===== config.mk =====
export PLATFORM = sky130hd
export DESIGN_NAME = buffer_read_controller_flat
export DESIGN_NICKNAME = d
export VERILOG_FILES = /design/src/rtl/buffer_read_controller_if.sv /design/src/rtl/buffer_read_controller.sv /design/src/flat_wrapper.sv
export SDC_FILE = /design/constraint.sdc
export NUM_CORES = 1
export LEC_CHECK = 0
export BUFFER_PORTS_ARGS = -buffer_cell sky130_fd_sc_hd__buf_2
export CAP_MARGIN = 10
export CORE_AREA = 3 3 40 42
export DETAILED_ROUTE_END_ITERATION = 6
export DIE_AREA = 0 0 43 45
export PLACE_DENSITY_LB_ADDON = 0.1
export SYNTH_ARGS = -nofsm -noshare
export SYNTH_HDL_FRONTEND = slang
export SYNTH_SLANG_ARGS = --single-unit

===== constraint.sdc =====
create_clock -name clk -period 2.65 [get_ports clk]
set_input_delay 0.795 -clock clk [delete_from_list [all_inputs] [get_ports clk]]
set_output_delay 0.795 -clock clk [all_outputs]
set_load 0.01 [all_outputs]

===== src/rtl/buffer_read_controller_if.sv =====
// Handshake bundle between the buffer read controller and its input buffer, scratchpad and PE.
// The controller takes the master side; the buffer/scratchpad/PE environment takes the slave side.
interface buffer_read_controller_if #(
    parameter int AW = 4
);
    logic          go;
    logic          valid;
    logic          done;
    logic          stall_in;
    logic          ren;
    logic          sp_wen;
    logic [AW-1:0] sp_addr;
    logic          sp_bank;
    logic          start;
    logic          stall;
    logic          layer_done;

    modport master (
        input  go, valid, done, stall_in,
        output ren, sp_wen, sp_addr, sp_bank, start, stall, layer_done
    );

    modport slave (
        output go, valid, done, stall_in,
        input  ren, sp_wen, sp_addr, sp_bank, start, stall, layer_done
    );
endinterface


===== src/rtl/buffer_read_controller.sv =====
// Loads one window of LEN words per PE run into the scratchpad, pulses start, waits for done, NWIN times per layer.
// Define PREFETCH_EN for a double-banked scratchpad that prefetches the next window while the PE computes.
module buffer_read_controller #(
    parameter int LEN  = 16,
    parameter int AW   = 4,
    parameter int NWIN = 4
) (
    input  logic clk,
    input  logic rst,
    buffer_read_controller_if.master bus
);

    localparam int WW = (NWIN > 1) ? $clog2(NWIN) : 1;
    localparam logic [AW-1:0] LAST_WORD = AW'(LEN - 1);
    localparam logic [WW-1:0] LAST_WIN  = WW'(NWIN - 1);

    typedef enum logic [2:0] {
        S_IDLE    = 3'd0,
        S_LOAD    = 3'd1,
        S_START   = 3'd2,
        S_COMPUTE = 3'd3,
        S_FINISH  = 3'd4
    } state_t;

    state_t        state;
    state_t        state_next;
    logic [AW-1:0] wcnt;
    logic [AW-1:0] wcnt_next;
    logic [WW-1:0] win;
    logic [WW-1:0] win_next;

    logic          ren;
    logic          sp_wen;
    logic [AW-1:0] sp_addr;
    logic          sp_bank;
    logic          start;
    logic          stall;
    logic          layer_done;

`ifdef PREFETCH_EN
    // cur is the bank the PE reads; pf_full marks the other bank as holding a complete next window
    logic cur;
    logic cur_next;
    logic pf_full;
    logic pf_full_next;
    logic pf_active;
    logic pf_last;
`endif

    always_ff @(posedge clk or negedge rst) begin
        if (!rst) begin
            state <= S_IDLE;
            wcnt  <= '0;
            win   <= '0;
`ifdef PREFETCH_EN
            cur     <= 1'b0;
            pf_full <= 1'b0;
`endif
        end else begin
            state <= state_next;
            wcnt  <= wcnt_next;
            win   <= win_next;
`ifdef PREFETCH_EN
            cur     <= cur_next;
            pf_full <= pf_full_next;
`endif
        end
    end

    always_comb begin
        state_next = state;
        wcnt_next  = wcnt;
        win_next   = win;
        ren        = 1'b0;
        sp_wen     = 1'b0;
        sp_addr    = '0;
        sp_bank    = 1'b0;
        start      = 1'b0;
        stall      = 1'b0;
        layer_done = 1'b0;
`ifdef PREFETCH_EN
        cur_next     = cur;
        pf_full_next = pf_full;
        pf_active    = 1'b0;
        pf_last      = 1'b0;
`endif

        case (state)
            S_IDLE: begin
                if (bus.go) begin
                    state_next = S_LOAD;
                    wcnt_next  = '0;
                    win_next   = '0;
`ifdef PREFETCH_EN
                    cur_next     = 1'b0;
                    pf_full_next = 1'b0;
`endif
                end
            end

            // wcnt only moves on accepted words, so a gappy valid never skips or repeats an address
            S_LOAD: begin
                ren     = bus.valid;
                sp_wen  = bus.valid;
                sp_addr = wcnt;
                stall   = !bus.valid;
`ifdef PREFETCH_EN
                sp_bank = cur;
`endif
                if (bus.valid) begin
                    if (wcnt == LAST_WORD) begin
                        wcnt_next  = '0;
                        state_next = S_START;
                    end else begin
                        wcnt_next = wcnt + 1'b1;
                    end
                end
            end

            S_START: begin
                start = !bus.stall_in;
`ifdef PREFETCH_EN
                sp_bank = cur;
`endif
                if (!bus.stall_in) begin
                    state_next = S_COMPUTE;
                end
            end

            S_COMPUTE: begin
`ifdef PREFETCH_EN
                sp_bank   = cur;
                pf_active = (win != LAST_WIN) && !pf_full;
                if (pf_active) begin
                    ren     = bus.valid;
                    sp_wen  = bus.valid;
                    sp_addr = wcnt;
                    if (bus.valid) begin
                        sp_bank      = !cur;
                        pf_last      = (wcnt == LAST_WORD);
                        wcnt_next    = pf_last ? '0 : wcnt + 1'b1;
                        pf_full_next = pf_last;
                    end
                end
                // A partial prefetch resumes in LOAD at the retained wcnt, now writing the new cur bank
                if (bus.done) begin
                    if (win == LAST_WIN) begin
                        state_next = S_FINISH;
                    end else begin
                        win_next     = win + 1'b1;
                        cur_next     = !cur;
                        pf_full_next = 1'b0;
                        state_next   = (pf_full || pf_last) ? S_START : S_LOAD;
                    end
                end
`else
                if (bus.done) begin
                    if (win == LAST_WIN) begin
                        state_next = S_FINISH;
                    end else begin
                        win_next   = win + 1'b1;
                        state_next = S_LOAD;
                    end
                end
`endif
            end

            S_FINISH: begin
                layer_done = 1'b1;
`ifdef PREFETCH_EN
                sp_bank = cur;
`endif
                state_next = S_IDLE;
            end

            default: begin
                state_next = S_IDLE;
            end
        endcase
    end

    assign bus.ren        = ren;
    assign bus.sp_wen     = sp_wen;
    assign bus.sp_addr    = sp_addr;
    assign bus.sp_bank    = sp_bank;
    assign bus.start      = start;
    assign bus.stall      = stall;
    assign bus.layer_done = layer_done;

endmodule


===== src/flat_wrapper.sv =====
// flat-port wrapper written by rule: the top's interface ports become plain ports
module buffer_read_controller_flat 
#(
    parameter int LEN  = 16,
    parameter int AW   = 4,
    parameter int NWIN = 4
)
  (clk, rst, bus_go, bus_valid, bus_done, bus_stall_in, bus_ren, bus_sp_wen, bus_sp_addr, bus_sp_bank, bus_start, bus_stall, bus_layer_done);
  buffer_read_controller_if #(.AW(AW)) bus_i ();
  input  logic clk;
  input  logic rst;
  input wire logic [$bits(bus_i.go)-1:0] bus_go;
  input wire logic [$bits(bus_i.valid)-1:0] bus_valid;
  input wire logic [$bits(bus_i.done)-1:0] bus_done;
  input wire logic [$bits(bus_i.stall_in)-1:0] bus_stall_in;
  output wire logic [$bits(bus_i.ren)-1:0] bus_ren;
  output wire logic [$bits(bus_i.sp_wen)-1:0] bus_sp_wen;
  output wire logic [$bits(bus_i.sp_addr)-1:0] bus_sp_addr;
  output wire logic [$bits(bus_i.sp_bank)-1:0] bus_sp_bank;
  output wire logic [$bits(bus_i.start)-1:0] bus_start;
  output wire logic [$bits(bus_i.stall)-1:0] bus_stall;
  output wire logic [$bits(bus_i.layer_done)-1:0] bus_layer_done;
  assign bus_i.go = bus_go;
  assign bus_i.valid = bus_valid;
  assign bus_i.done = bus_done;
  assign bus_i.stall_in = bus_stall_in;
  assign bus_ren = bus_i.ren;
  assign bus_sp_wen = bus_i.sp_wen;
  assign bus_sp_addr = bus_i.sp_addr;
  assign bus_sp_bank = bus_i.sp_bank;
  assign bus_start = bus_i.start;
  assign bus_stall = bus_i.stall;
  assign bus_layer_done = bus_i.layer_done;
  buffer_read_controller #(.LEN(LEN), .AW(AW), .NWIN(NWIN)) u_core (.clk(clk), .rst(rst), .bus(bus_i));
endmodule

Word-level counts from Yosys, hierarchy flattened
Cells that the tools add are included.
{"block": "op_classes", "eq_ne": 12, "n_reduce_logical": 8, "muxes": 20, "add_sub_neg": 2}
{"operator": "two-way mux 3 bit", "n": 6}
{"operator": "two-way mux 4 bit", "n": 4}
{"operator": "case mux 3 bit (4 select lines)", "n": 1}
{"operator": "!= test 2 bit, second input constant", "n": 5}
{"operator": "case mux 4 bit (2 select lines)", "n": 1}
{"operator": "equality test 3 x 2 -> 1 bit, second input constant", "n": 2}
{"operator": "two-way mux 2 bit", "n": 3}
{"operator": "AND reduction 5 bit", "n": 1}
{"operator": "adder 4 x 1 -> 4 bit, second input constant", "n": 1}
{"operator": "equality test 4 bit, second input constant", "n": 1}
{"operator": "two-way mux 1 bit", "n": 4}
{"operator": "case mux 2 bit (2 select lines)", "n": 1}
{"operator": "AND reduction 4 bit", "n": 1}
{"operator": "nonzero test 2 bit", "n": 2}
{"operator": "equality test 3 x 1 -> 1 bit, second input constant", "n": 1}
{"operator": "equality test 3 bit, second input constant", "n": 1}
{"operator": "logical NOT 3 bit", "n": 1}
{"operator": "AND reduction 3 bit", "n": 1}
{"operator": "adder 2 x 1 -> 2 bit, second input constant", "n": 1}
{"operator": "equality test 2 bit, second input constant", "n": 1}
{"operator": "logical NOT 1 bit", "n": 2}
{"operator": "!= test 2 x 1 -> 1 bit, second input constant", "n": 1}
{"block": "totals", "reg_bits": 9, "out_inout_bits": 10, "elab_cells": 45, "input_bits": 6}

Logic depth before layout (Yosys ltp)
{"block": "logic_depth", "depth_word": 4, "mapped_depth": 4, "ltp_nobuf": 4}

Least setup slack after synthesis
Ideal clock, no wire load.
{"block": "synth_timing", "path_type": "input port to output port", "startpoint": "input port bus_valid", "endpoint": "output port bus_sp_wen", "required_ps": 1855, "t_arrival_ps": 1191, "stages": 2, "n_path_buf": 1, "setup_slack_ps": 664, "path_cell_list": "and4bb_2 buf_4"}
{"block": "synth_between", "elab_chain_cells": 1}
{"item": "start: declaration", "line_no": "flat_wrapper.sv:13", "source": "input wire logic [$bits(bus_i.valid)-1:0] bus_valid;"}
{"item": "two-way mux 1 bit", "line_no": "buffer_read_controller.sv:88", "source": "case (state)"}
{"item": "end: declaration", "line_no": "flat_wrapper.sv:17", "source": "output wire logic [$bits(bus_i.sp_wen)-1:0] bus_sp_wen;"}
Every way passes these cells.

Worst setup path after layout
{"block": "layout_timing", "startpoint": "register u_core.state[0]", "endpoint": "output port bus_sp_addr[0]"}
{"block": "layout_between", "elab_chain_cells": 2}
{"item": "start: declaration", "line_no": "buffer_read_controller.sv:25", "source": "state_t state;"}
{"item": "start signal: assignment", "line_no": "buffer_read_controller.sv:60", "source": "state <= state_next;"}
{"item": "equality test 3 x 1 -> 1 bit", "line_no": "buffer_read_controller.sv:88"}
{"item": "two-way mux 4 bit", "line_no": "buffer_read_controller.sv:88"}
{"item": "end: declaration", "line_no": "flat_wrapper.sv:18", "source": "output wire logic [$bits(bus_i.sp_addr)-1:0] bus_sp_addr;"}
Every way passes these cells.

==> metrics <==
# nets final a little over 90; synthesized area 606 um2; cell depth of the worst flop-to-flop path 4; Post-Syn Instances ~70; Longest Clk Path Bufs 2; Seq. cell area between 200 and 250 um2; Unique masters post-synth 30; chip height 45 um; Top Ports 16; multi-input logic area ~310 um2; Initial Utilization a little under half; Max-cap violations 0; die area about 1900 um2; antenna violations before repair 0; post-synth top area cell dfrtp_1; ant diodes 0; Worst path max stage delay roughly 0.51 ns; Pleak between 0.3 and 0.4 nW; Worst setup EP type primary output; setup bufs post-CTS 0; first-pass GRT wire length about 2200 um; dpl hpwl around 1000 um; drt via density between 5 and 6; Die Width 43 um; Filler cells approximately 130; Vias roughly 540; CTS-repair resized insts 0; CP max-delay cell dfrtp_1; max-slew violation count 0; Clk pin slew, worst setup/hold paths roughly 0.060 ns; 1st-iter DRT viols 10; Yosys reg bits 9; CP Class flop to primary output; fin cells 97; CP required 1.86 ns; Detailed Routing Iterations Pass 1 4; Hold WC Path Type input pin to async pin; final WL 1300 um; fin crit period roughly 2.4 ns; Worst EP arrival 1.62 ns; final hold vios 0; Detail Route Antenna Nets 0; area grow syn2layout 14.3%; CP max FO 10; # hold bufs at CTS 0; Worst VDD drop roughly 0.46 mV; drt drc 0; PortBufs 14; Syn Nets 76; CTS buffer count 3; RSZ-0062 raised after global routing false; Setup Skew between 0.002 and 0.0025 ns; core area 1280 um2; synth top area cells dfrtp_1 37%, and2_1 5.2%, inv_1 5.0%; Wirelength per Cell 13.4 um; startpoint types flop; H-tree levels 1; Sum Neg Setup Slack 0 ns; Syn Area/Cell 8.91 um2; status completed; fmax just over 400 MHz; GR Overflow Total 0; sequential area share after synthesis a little under two fifths; Yosys warnings 0; largest net degree at the start of global routing 13; clk_lat worst skew ~0.26 ns; vias in the first global route ~480; CP cell instances nor3b_2, and2_1, buf_2; Root Driver clkbuf_4; final core occ 53.8%; TritonCTS clock tree done; setup violators final 0; num rows 13; layout cells sized above 1 29.3%; placed cells slightly above 90; Synth top area share a little under two fifths; pwr/cell area 1110 nW/um2; Clock Sinks 9; WHS ~0.37 ns; Tot GR Track Use 15.9%; Routability Congestion 0.761; period utilisation layout 91.0%
==> cells by family (layout without fill, tap and decap cells) <==
family / Yosys count / in the layout / share of synthesized area, %
DFF: 9 / 9 / 37.2
muxes: 4 / 4 / 7.02
buffers and inverters: 13 / 27 / 10.9
adders and majority gates: 2 / 2 / 4.13
and+or+nand+nor: 25 / 25 / 25.2
AOI/OAI and AO/OA: 14 / 14 / 14.9
other: 1 / 1 / 0.619
==> final timing paths <==
check,start,end,slack (ns)
worst max register to register,u_core.state[1],u_core.win[0],1.08
worst min register to register,u_core.wcnt[3],u_core.wcnt[3],0.51
worst max-delay path,u_core.state[0],bus_sp_addr[0],0.24
max in group asynchronous,rst,u_core.win[0],2.09
worst min-delay path,rst,u_core.state[0],0.37
min in group clk,u_core.wcnt[3],u_core.wcnt[3],0.51
==> cell usage after synthesis (all sizes together) <==
master	count
and3	2
ha	2
o21ai	5
nand3b	1
a2111oi	1
nand2	3
mux2i	2
nor4	1
nor3b	1
and2	5
dfrtp	9
nand4b	1
nand4	1
nor3	1
inv	8
mux2	2
nor2	4
a211oi	1
a31o	1
or3b	1
a31oi	2
a221oi	1
buf	5
a21oi	3
conb	1
and4bb	1
nand3	3
==> metrics by stage <==
| stage | power (W) | worst slack [ns] | cell area [um2] |
|---|---|---|---|
| 6_report | 0.000766 | 0.240 | 692 |
| 5_1_grt | 0.000845 | 0.130 | 692 |
| 4_1_cts | 0.000777 | 0.236 | 692 |
| 3_5_place_dp | 0.000668 | 0.526 | 666 |
| 3_3_place_gp | 0.000649 | 0.547 | 666 |
| 2_1_floorplan | 0.000551 | 0.664 | 606 |
==> flip-flops by register name, summed over array words and instances, names as in the netlist <==
signal / cells
u_core.win: 2
u_core.state: 3
u_core.wcnt: 4
==> power by group <==
part	switching [W]	internal, W
clock network	0.0000472	0.0000580
registers	0.0000605	0.000191
logic	0.000223	0.000186
==> layout make-up <==
| type | count | area share (%) |
|---|---|---|
| multi-input combinational | 46 | 45.4 |
| tap | 15 | 2.71 |
| timing repair buffer | 15 | 11.2 |
| sequential | 9 | 32.5 |
| clock buffer | 4 | 3.80 |
| inverter | 8 | 4.34 |
==> layout by cell type (no fill, tap or decap) <==
master     Yosys  routed
buf_2          2      14
dfrtp_1        9       9
inv_1          8       8
and2_1         5       5
o21ai_0        5       5
nor2_1         4       4
nand3_1        3       3
nand2_1        3       3
clkbuf_4       0       3
and3_1         2       2
a21oi_1        2       2
mux2i_1        2       2
mux2_2         2       2
a31oi_1        2       2
ha_1           2       2
nor3b_2        1       1
nor4_1         1       1
and4bb_2       1       1
a211oi_1       1       1
a31o_2         1       1
a221oi_1       1       1
a2111oi_0      1       1
nand4_1        1       1
nand3b_1       1       1
or3b_1         1       1
nand4b_1       1       1
a21oi_2        1       1
nor3_1         1       1
conb_1         1       1
clkbuf_1       0       1
buf_4          2       1
==> critical path: cells and delay by family (launching register included) <==
kind	cells	cell delay [ns]
DFF	1	0.51
buffers and inverters	1	0.13
and+or+nand+nor	2	0.71
==> metal layers <==
layer | track usage (%) | wire length [um]
met4 | 9.64 | 35
met5 | 0 | 0
met3 | 7.57 | 93
met1 | 18.8 | 544
met2 | 23.4 | 626
Power figures use the tool's default switching activity.
